$ cat config.mk
export PLATFORM = sky130hd
export DESIGN_NAME = pipe_stage_buf
export DESIGN_NICKNAME = d
export VERILOG_FILES = /design/src/rtl/pipe_stage_buf.sv
export SDC_FILE = /design/constraint.sdc
export NUM_CORES = 1
export LEC_CHECK = 0
export ABC_CLOCK_PERIOD_IN_PS = 2300
export CAP_MARGIN = 20
export CORE_UTILIZATION = 40
export DETAILED_ROUTE_END_ITERATION = 6
export PLACE_DENSITY = 0.81
export SETUP_SLACK_MARGIN = 0.5
export SYNTH_ARGS = -nofsm -noshare
export SYNTH_HDL_FRONTEND = slang
export SYNTH_SLANG_ARGS = --single-unit
$ cat constraint.sdc
create_clock -name clk -period 2.3 [get_ports clk]
set_input_delay 0.575 -clock clk [delete_from_list [all_inputs] [get_ports clk]]
set_output_delay 0.575 -clock clk [all_outputs]
set_load 0.02 [all_outputs]
$ cat src/rtl/pipe_stage_buf.sv
// Pipeline stage buffer: head register plus optional skid register, with flush and stall counter.
// Define PIPE_STAGE_SKID_EN for the two-entry skid buffer; otherwise a single entry is held.
module pipe_stage_buf #(
  parameter int unsigned DATA_W          = 96,
  parameter int unsigned CTRL_W          = 12,
  parameter int unsigned FLUSH_DATA_ZERO = 1
) (
  input  logic              clk,
  input  logic              rst,
  input  logic              in_valid,
  output logic              in_ready,
  input  logic [CTRL_W-1:0] in_ctrl,
  input  logic [DATA_W-1:0] in_data,
  input  logic              flush,
  output logic              out_valid,
  input  logic              out_ready,
  output logic [CTRL_W-1:0] out_ctrl,
  output logic [DATA_W-1:0] out_data,
  output logic [1:0]        level,
  output logic [15:0]       stall_cnt
);

  typedef enum logic [1:0] {StEmpty, StOne, StFull} state_e;

  state_e            state_q, state_d;
  logic [CTRL_W-1:0] head_ctrl_q, head_ctrl_d;
  logic [DATA_W-1:0] head_data_q, head_data_d;
  logic [15:0]       stall_cnt_q, stall_cnt_d;
  logic              head_valid, accept, consume;

`ifdef PIPE_STAGE_SKID_EN
  logic [CTRL_W-1:0] skid_ctrl_q, skid_ctrl_d;
  logic [DATA_W-1:0] skid_data_q, skid_data_d;
  logic              in_ready_q, in_ready_d;
`endif

  assign head_valid = (state_q != StEmpty);
  assign accept     = in_valid && in_ready;
  assign consume    = head_valid && out_ready;

  always_ff @(posedge clk or negedge rst) begin
    if (!rst) begin
      state_q     <= StEmpty;
      head_ctrl_q <= '0;
      head_data_q <= '0;
      stall_cnt_q <= '0;
`ifdef PIPE_STAGE_SKID_EN
      skid_ctrl_q <= '0;
      skid_data_q <= '0;
      in_ready_q  <= 1'b1;
`endif
    end else begin
      state_q     <= state_d;
      head_ctrl_q <= head_ctrl_d;
      head_data_q <= head_data_d;
      stall_cnt_q <= stall_cnt_d;
`ifdef PIPE_STAGE_SKID_EN
      skid_ctrl_q <= skid_ctrl_d;
      skid_data_q <= skid_data_d;
      in_ready_q  <= in_ready_d;
`endif
    end
  end

  always_comb begin
    state_d     = state_q;
    head_ctrl_d = head_ctrl_q;
    head_data_d = head_data_q;
`ifdef PIPE_STAGE_SKID_EN
    skid_ctrl_d = skid_ctrl_q;
    skid_data_d = skid_data_q;
`endif
    case (state_q)
      StEmpty: begin
        if (accept) begin
          state_d     = StOne;
          head_ctrl_d = in_ctrl;
          head_data_d = in_data;
        end
      end
      StOne: begin
        if (accept && consume) begin
          head_ctrl_d = in_ctrl;
          head_data_d = in_data;
`ifdef PIPE_STAGE_SKID_EN
        end else if (accept) begin
          state_d     = StFull;
          skid_ctrl_d = in_ctrl;
          skid_data_d = in_data;
`endif
        end else if (consume) begin
          state_d = StEmpty;
        end
      end
`ifdef PIPE_STAGE_SKID_EN
      StFull: begin
        if (consume) begin
          state_d     = StOne;
          head_ctrl_d = skid_ctrl_q;
          head_data_d = skid_data_q;
        end
      end
`endif
      default: state_d = StEmpty;
    endcase

    // Flush wins over any accept/consume decided above.
    if (flush) begin
      state_d     = StEmpty;
      head_ctrl_d = '0;
`ifdef PIPE_STAGE_SKID_EN
      skid_ctrl_d = '0;
`endif
      if (FLUSH_DATA_ZERO != 0) begin
        head_data_d = '0;
`ifdef PIPE_STAGE_SKID_EN
        skid_data_d = '0;
`endif
      end
    end

`ifdef PIPE_STAGE_SKID_EN
    in_ready_d = (state_d != StFull);
`endif

    stall_cnt_d = stall_cnt_q;
    if (head_valid && !out_ready && (stall_cnt_q != 16'hFFFF)) begin
      stall_cnt_d = stall_cnt_q + 16'd1;
    end
  end

  always_comb begin
    out_valid = head_valid;
    out_ctrl  = head_valid ? head_ctrl_q : '0;
    out_data  = head_data_q;
    stall_cnt = stall_cnt_q;
    case (state_q)
      StOne:   level = 2'd1;
      StFull:  level = 2'd2;
      default: level = 2'd0;
    endcase
`ifdef PIPE_STAGE_SKID_EN
    in_ready = in_ready_q;
`else
    in_ready = !head_valid || out_ready;
`endif
  end

endmodule
==> summary.txt, run 1 <==
STA
  – Final setup margin: 379 ps
  – Fmax: 521 MHz
  – Final setup vio count: 0
  – Final setup skew: approximately 6.0 ps
  – Tcrit/Tclk final: 83.5%
  – Final Hold Viols: 0
  – Tmin final: between 1500 and 2000 ps
  – Max_slew headroom: roughly 62%
  – Hold slack: 154 ps
  – Slew Limit Fails: 0
  – Worst Max-Slew Pin Slew: between 500 and 600 ps
  – RSZ-0062 raised after global routing: true

Floorplanning
  – Initial core utilization: 41.2%
  – Core footprint: between 0.01 and 0.015 mm^2
  – Die extent in x: ~110 um
  – I/O pin total: approximately 240
  – # rows: 39
  – Die height: about 110 um
  – Die area: approximately 0.012 mm^2

Clocking
  – Bufs on Longest Clock Path: 2
  – Worst skew pair latency: roughly 400 ps
  – CTS Hold Bufs: 0
  – Clock transition at the registers of the reported paths: around 50 ps
  – H-tree Lvls: 4
  – TritonCTS sink count: 125
  – Clock root cell: clkbuf_16
  – TritonCTS clock tree: yes
  – CTS buffer count: 17

Final layout
  – Fillers: 800
  – Post-layout util: a little over 70%
  – Most frequent cells in the layout: dfrtp_1 (119), clkdlybuf4s50_1 (111), a22o_1 (108)
  – # nets final: slightly above 700
  – Design Area, Final: about 0.0082 mm^2
  – Share of cells above drive strength 1: 18.7%
  – Leading cell type in the layout, fill and taps excluded: dfrtp_1
  – Antenna Cells: 0
  – Layout area overhead: 73.3%

Yosys
  – FF+latch count, synth: ~130
  – Share of the synthesized area in the top cell type: 66.5%
  – Distinct cells, synth: 27
  – Synthesized area: roughly 0.0047 mm^2
  – Fraction of the mapped netlist area in adder cells: 0.266%
  – Share of the yosys chip area belonging to registers: approximately 66%
  – Warning count from the yosys run: 0
  – Mux cell area share after synthesis: less than 1%
  – Compound-Gate Fraction of Synth Area: 21.1%
  – Largest family of logic cells by synthesized area: compound AO/OA/AOI/OAI gates
  – Cells after synthesis: about 330
  – Syn Nets: approximately 450
  – Simple-gate area share of the yosys netlist: under 10%
  – Area contributors post-synth: dfrtp_1 (66%), a22o_1 (20%), xor2_1 (2.4%)
  – Post-synthesis xor/xnor area fraction: approximately 2.8%
  – Syn_area_per_cell: 14.2 um^2
  – Post-synth top area cell: dfrtp_1

Flow run
  – Max capacitance violation total: 0

Routing
  – Drt pass-1 iters: 4
  – Residual DRC: 0
  – Number of DRC markers in iteration 0: between 150 and 200
  – Vias per cell: around 5.3
  – Routed WL: 14000 um
  – Vias: ~4000
  – Avg WL per Cell: about 19 um
  – Detail Route Antenna Nets: 0

Power
  – Peak supply drop: between 0.7 and 0.8 mV
  – PwrDens: ~800 mW/mm^2
  – Leak: about 4.2 nW

Setup path
  – CP max FO: 2
  – Startpoint Class: register
  – Data arrival time of the worst path: roughly 1400 ps
  – Critical path class: register to output pin
  – Critical Path RT: 1730 ps
  – Crit. End Element: output pin

Global routing
  – Overall Global Routing Usage: a little under a quarter
  – First-pass GRT wire length: 22000 um
  – Gr ovfl total: 0
  – Number of global-route vias before repair: between 4000 and 5000
  – Largest net degree at the start of global routing: 65
  – Initial antenna violation count: 0

Placed design
  – GP Congestion: approximately 0.78
  – Placed standard-cell area: roughly 0.0073 mm^2
  – DP Wirelength: 9200 um
  – IO buf count: 239
  – Placement Setup Slack: -83.3 ps

Status
  – Status: complete, no violations

Min path
  – Worst Hold Class: input pin to async pin
-- layout make-up --
| cell class | count | area (um^2) | share of cell area (%) |
|---|---|---|---|
| inverters | 2 | 7.51 | 0.0921 |
| clock buffers | 22 | 494 | 6.06 |
| repair buffers | 266 | 2640 | 32.4 |
| multi-input cells | 180 | 1520 | 18.6 |
| well taps | 143 | 179 | 2.19 |
| clock inverters | 10 | 183 | 2.24 |
| flip-flops and latches | 125 | 3140 | 38.5 |
-- through the flow --
| stage | total power, mW | TNS, ps | cells |
|---|---|---|---|
| 2_1_floorplan | 2.95 | 0 | 332 |
| 3_3_place_gp | 3.58 | -61.7 | 699 |
| 3_5_place_dp | 3.61 | -83.3 | 699 |
| 4_1_cts | 6.54 | 0 | 739 |
| 5_1_grt | 6.79 | 0 | 748 |
| 6_report | 6.55 | 0 | 748 |
-- metal layers --
metal | vias to the layer above | share of wire [%] | global-route usage (%)
li1 | 1768 | - | -
met1 | 1990 | 40 | 26.9
met2 | 180 | 51 | 39.3
met3 | 33 | 6.1 | 6.97
met4 | 0 | 3.0 | 11.6
met5 | - | 0 | 0
-- where the power goes --
part / total, mW / leakage, nW / switching, mW / internal, mW
Combinational: 1.06 / 2.20 / 0.514 / 0.547
Clock: 2.99 / 0.324 / 0.930 / 2.06
Sequential: 2.50 / 1.66 / 0.133 / 2.37
-- worst paths after layout --
path                                            from                  endpoint  slack, ps  cells after the start
max                           state_q[0]$_DFFE_PN0P_                  in_ready        380                      5
min                                              rst  out_data[68]$_DFFE_PN0P_        150                      1
max reg2reg                stall_cnt[12]$_DFFE_PN0P_  stall_cnt[1]$_DFFE_PN0P_        530                      4
min reg2reg                 out_data[39]$_DFFE_PN0P_  out_data[39]$_DFFE_PN0P_        490                      1
max in group asynchronous                        rst  out_data[20]$_DFFE_PN0P_       1580                      2
min in group clk            out_data[39]$_DFFE_PN0P_  out_data[39]$_DFFE_PN0P_        490                      1
-- logic make-up (layout without fill, tap and decap cells) --
kind of cell / after synthesis / in the layout
fa+ha+maj: 1 / 1
buf+inv: 27 / 300
simple gates: 51 / 51
xor+xnor: 15 / 15
compound gates: 111 / 111
other cells: 1 / 1
mux: 1 / 1
flops: 125 / 125
-- critical path: stages, from the launching register on --
cell	delay, ps
dfrtp_2	410
buf_6	120
buf_6	110
nor2b_4	120
inv_2	60
buf_6	110
-- state kept, by name (all words and copies together), names as in the netlist --
| signal | count |
|---|---|
| head_ctrl_q | 12 |
| out_data | 96 |
| stall_cnt | 16 |
| state_q | 1 |
-- cell usage after synthesis --
cell and count:
and3_2 1, xor2_1 13, a21oi_2 1, buf_2 10, o41ai_4 1, and2_1 12
nor2_1 10, nor4_1 3, o2111ai_1 1, nand4_1 5, inv_1 2, nor2_2 1
nor3_1 3, clkbuf_1 11, nand3_1 4, ha_1 1, conb_1 1, buf_4 4
dfrtp_1 125, nand2_1 7, mux2_4 1, nand4_4 1, a22o_1 108, nor2b_4 1
xnor2_1 2, and4_1 1, and3_1 2
-- repair_timing --
action | in CTS | in global routing
pin swaps | 2 | 2
setup endpoints to repair | 194 | 104
gates resized for setup | 217 | 39
gates cloned | 0 | 2
buffers inserted | 8 | 7
Note: power is estimated with default switching activity, not from simulation.
==> run 2, diff against run 1 <==
--- a/config.mk
+++ b/config.mk
@@ -5,11 +5,11 @@
 export SDC_FILE = /design/constraint.sdc
 export NUM_CORES = 1
 export LEC_CHECK = 0
-export ABC_CLOCK_PERIOD_IN_PS = 2300
+export ABC_CLOCK_PERIOD_IN_PS = 1600
 export CAP_MARGIN = 20
-export CORE_UTILIZATION = 40
+export CORE_UTILIZATION = 36
 export DETAILED_ROUTE_END_ITERATION = 6
-export PLACE_DENSITY = 0.81
+export PLACE_DENSITY = 0.77
 export SETUP_SLACK_MARGIN = 0.5
 export SYNTH_ARGS = -nofsm -noshare
 export SYNTH_HDL_FRONTEND = slang
==> constraint.sdc (replaced) <==
create_clock -name clk -period 1.6 [get_ports clk]
set_input_delay 0.4 -clock clk [delete_from_list [all_inputs] [get_ports clk]]
set_output_delay 0.4 -clock clk [all_outputs]
set_load 0.02 [all_outputs]
==> summary.txt, run 2 (synthesis gave the netlist of run 1 again) <==
Final layout
  – Layout area overhead: 108%
  – Finished Layout Cells: 902 (+21%)
  – Share of cells above drive strength 1: 49.0% (+30 points)
  – Max FFs per register: 96 (unchanged)
  – Most frequent cells in the layout: buf_6 (158), dfrtp_1 (114), clkdlybuf4s50_1 (111)
  – Fillers: 731 (-8.6%)
  – # nets final: 834 (+18%)
  – Design Area, Final: 0.00979 mm^2 (+20%)
  – Leading cell type in the layout, fill and taps excluded: buf_6
  – Antenna Cells: 0 (unchanged)

Power
  – Leak: 4.83 nW (+15%)
  – PwrDens: 1000 mW/mm^2 (+25%)
  – Power, Total: 9.81 mW (+50%)
  – Peak supply drop: 1.07 mV (+44%)

Routing
  – Vias per cell: 5.17 (-2.6%)
  – Vias: 4666 (+18%)
  – Routed WL: 19300 um (+38%)
  – Drt pass-1 iters: 4 (unchanged)
  – Detail Route Antenna Nets: 0 (unchanged)
  – Avg WL per Cell: 21.4 um (+15%)
  – Residual DRC: 0 (unchanged)
  – Number of DRC markers in iteration 0: 230 (+47%)

Global routing
  – Initial antenna violation count: 0 (unchanged)
  – Largest net degree at the start of global routing: 59 (-9.2%)
  – Gr ovfl total: 0 (unchanged)
  – First-pass GRT wire length: 22400 um (+1.8%)
  – Number of global-route vias before repair: 4409 (+5.1%)
  – Overall Global Routing Usage: 22.1% (-1.2 points)

STA
  – Final setup margin: -168 ps (-547 ps)
  – RSZ-0062 raised after global routing: true
  – Final setup vio count: 127 (+127)
  – Final setup skew: 7.37 ps (+1.32 ps)
  – Final Hold Viols: 0 (unchanged)
  – Slew Limit Fails: 0 (unchanged)
  – Tmin final: about 1800 ps
  – Tcrit/Tclk final: 110%
  – Fmax: approximately 570 MHz

Flow run
  – Max capacitance violation total: 0 (unchanged)

Floorplanning
  – Core footprint: 0.0127 mm^2 (+11%)
  – Initial core utilization: 37.1% (-4.1 points)
  – Die area: 0.0135 mm^2 (+11%)
  – I/O pin total: 241 (unchanged)
  – Die height: 116 um (+5.3%)
  – Die extent in x: 116 um (+5.3%)
  – # rows: 41 (+5.1%)

Setup path
  – Crit. End Element: register
  – Data arrival time of the worst path: 2100 ps (+750 ps)
  – R2R setup slack: -170 ps (-700 ps)
  – Critical Path RT: 1930 ps (+200 ps)
  – Startpoint Class: register
  – CP max FO: 9 (+7)
  – Critical path class: register to register

Clocking
  – Clock root cell: clkbuf_16
  – H-tree Lvls: 4 (unchanged)
  – TritonCTS clock tree: yes
  – Worst skew pair latency: 400 ps (about the same)
  – Clock transition at the registers of the reported paths: 60 ps (about the same)
  – TritonCTS sink count: 125 (unchanged)
  – CTS buffer count: 17 (unchanged)
  – Bufs on Longest Clock Path: 2 (unchanged)

Placed design
  – GP Congestion: 0.721 (-7.0%)
  – IO buf count: 239 (unchanged)
  – Placed insts: 748 (+7.0%)
  – DP Wirelength: 9310 um (+1.2%)
  – Placement Setup Slack: -413 ps (-330 ps)
  – Placed standard-cell area: 0.00755 mm^2 (+2.9%)

Min path
  – Worst Hold Class: input pin to async pin

Status
  – Status: finished with violations
  – Failing checks: setup timing
-- run 2: changes by cell type in the layout (fill, tap and decap cells not counted), sizes merged --
cell	change
buf	+228
bufinv	-3
dlygate4sd3	+1
clkdlybuf4s15	-8
dlygate4sd2	-99
clkinv	+2
clkinvlp	-1
clkbuf	+5
-- run 2: routing by layer --
layer	GRT usage, %	vias to the layer above	share of wire (%)
li1	-	2027	-
met3	8.98	42	7.0
met1	24.1	2358	38
met2	38.3	239	53
met5	0	-	0
met4	8.80	0	2.6
-- run 2: repair_timing --
item	CTS	global route
endpoints found under the setup margin	252	252
hold buffers	1	0
gates cloned	0	21
pin swaps	55	12
endpoints found under the hold margin	16	0
resized for setup	793	41
buffers inserted	54	49
-- run 2: stage by stage --
stage	setup TNS, ps	hold WS, ps	utilization [%]
after floorplan	-244	104	-
after global placement	-34780	292	59.6
after detailed placement	-39280	301	59.6
after CTS	-12740	404	69.6
after global routing	-22300	426	77.2
final	-14130	418	77.2
-- run 2: final cells by class --
| class | count | area (um^2) | share of cell area (%) |
|---|---|---|---|
| clock inverters | 8 | 95.1 | 0.971 |
| well taps | 172 | 215 | 2.20 |
| flip-flops and latches | 125 | 3140 | 32.1 |
| clock buffers | 21 | 450 | 4.60 |
| repair buffers | 394 | 4230 | 43.3 |
| multi-input cells | 180 | 1640 | 16.8 |
| inverters | 2 | 7.51 | 0.0767 |
-- run 2: final timing paths --
| check | from | to | cells after the start |
|---|---|---|---|
| max | state_q[0]$_DFFE_PN0P_ | out_data[70]$_DFFE_PN0P_ | 10 |
| min | rst | stall_cnt[10]$_DFFE_PN0P_ | 2 |
| max reg2reg | state_q[0]$_DFFE_PN0P_ | out_data[70]$_DFFE_PN0P_ | 10 |
| min reg2reg | head_ctrl_q[8]$_DFFE_PN0P_ | head_ctrl_q[8]$_DFFE_PN0P_ | 1 |
| max in group asynchronous | rst | out_data[39]$_DFFE_PN0P_ | 3 |
| min in group clk | head_ctrl_q[8]$_DFFE_PN0P_ | head_ctrl_q[8]$_DFFE_PN0P_ | 1 |
-- run 2: power by group --
group | total, mW | internal, mW | switching (mW)
registers | 3.61 | 3.40 | 0.212
logic | 2.56 | 1.52 | 1.04
clock network | 3.64 | 2.29 | 1.35
-- run 2: worst max-delay path: stages (launching register included) --
cell and delay [ps]:
dfrtp_2 410, buf_6 130, buf_6 110, nor2b_4 120, inv_2 60, buf_4 130, nand2_2 70, nor2_4 160
buf_12 190, clkbuf_16 160, a22o_1 150
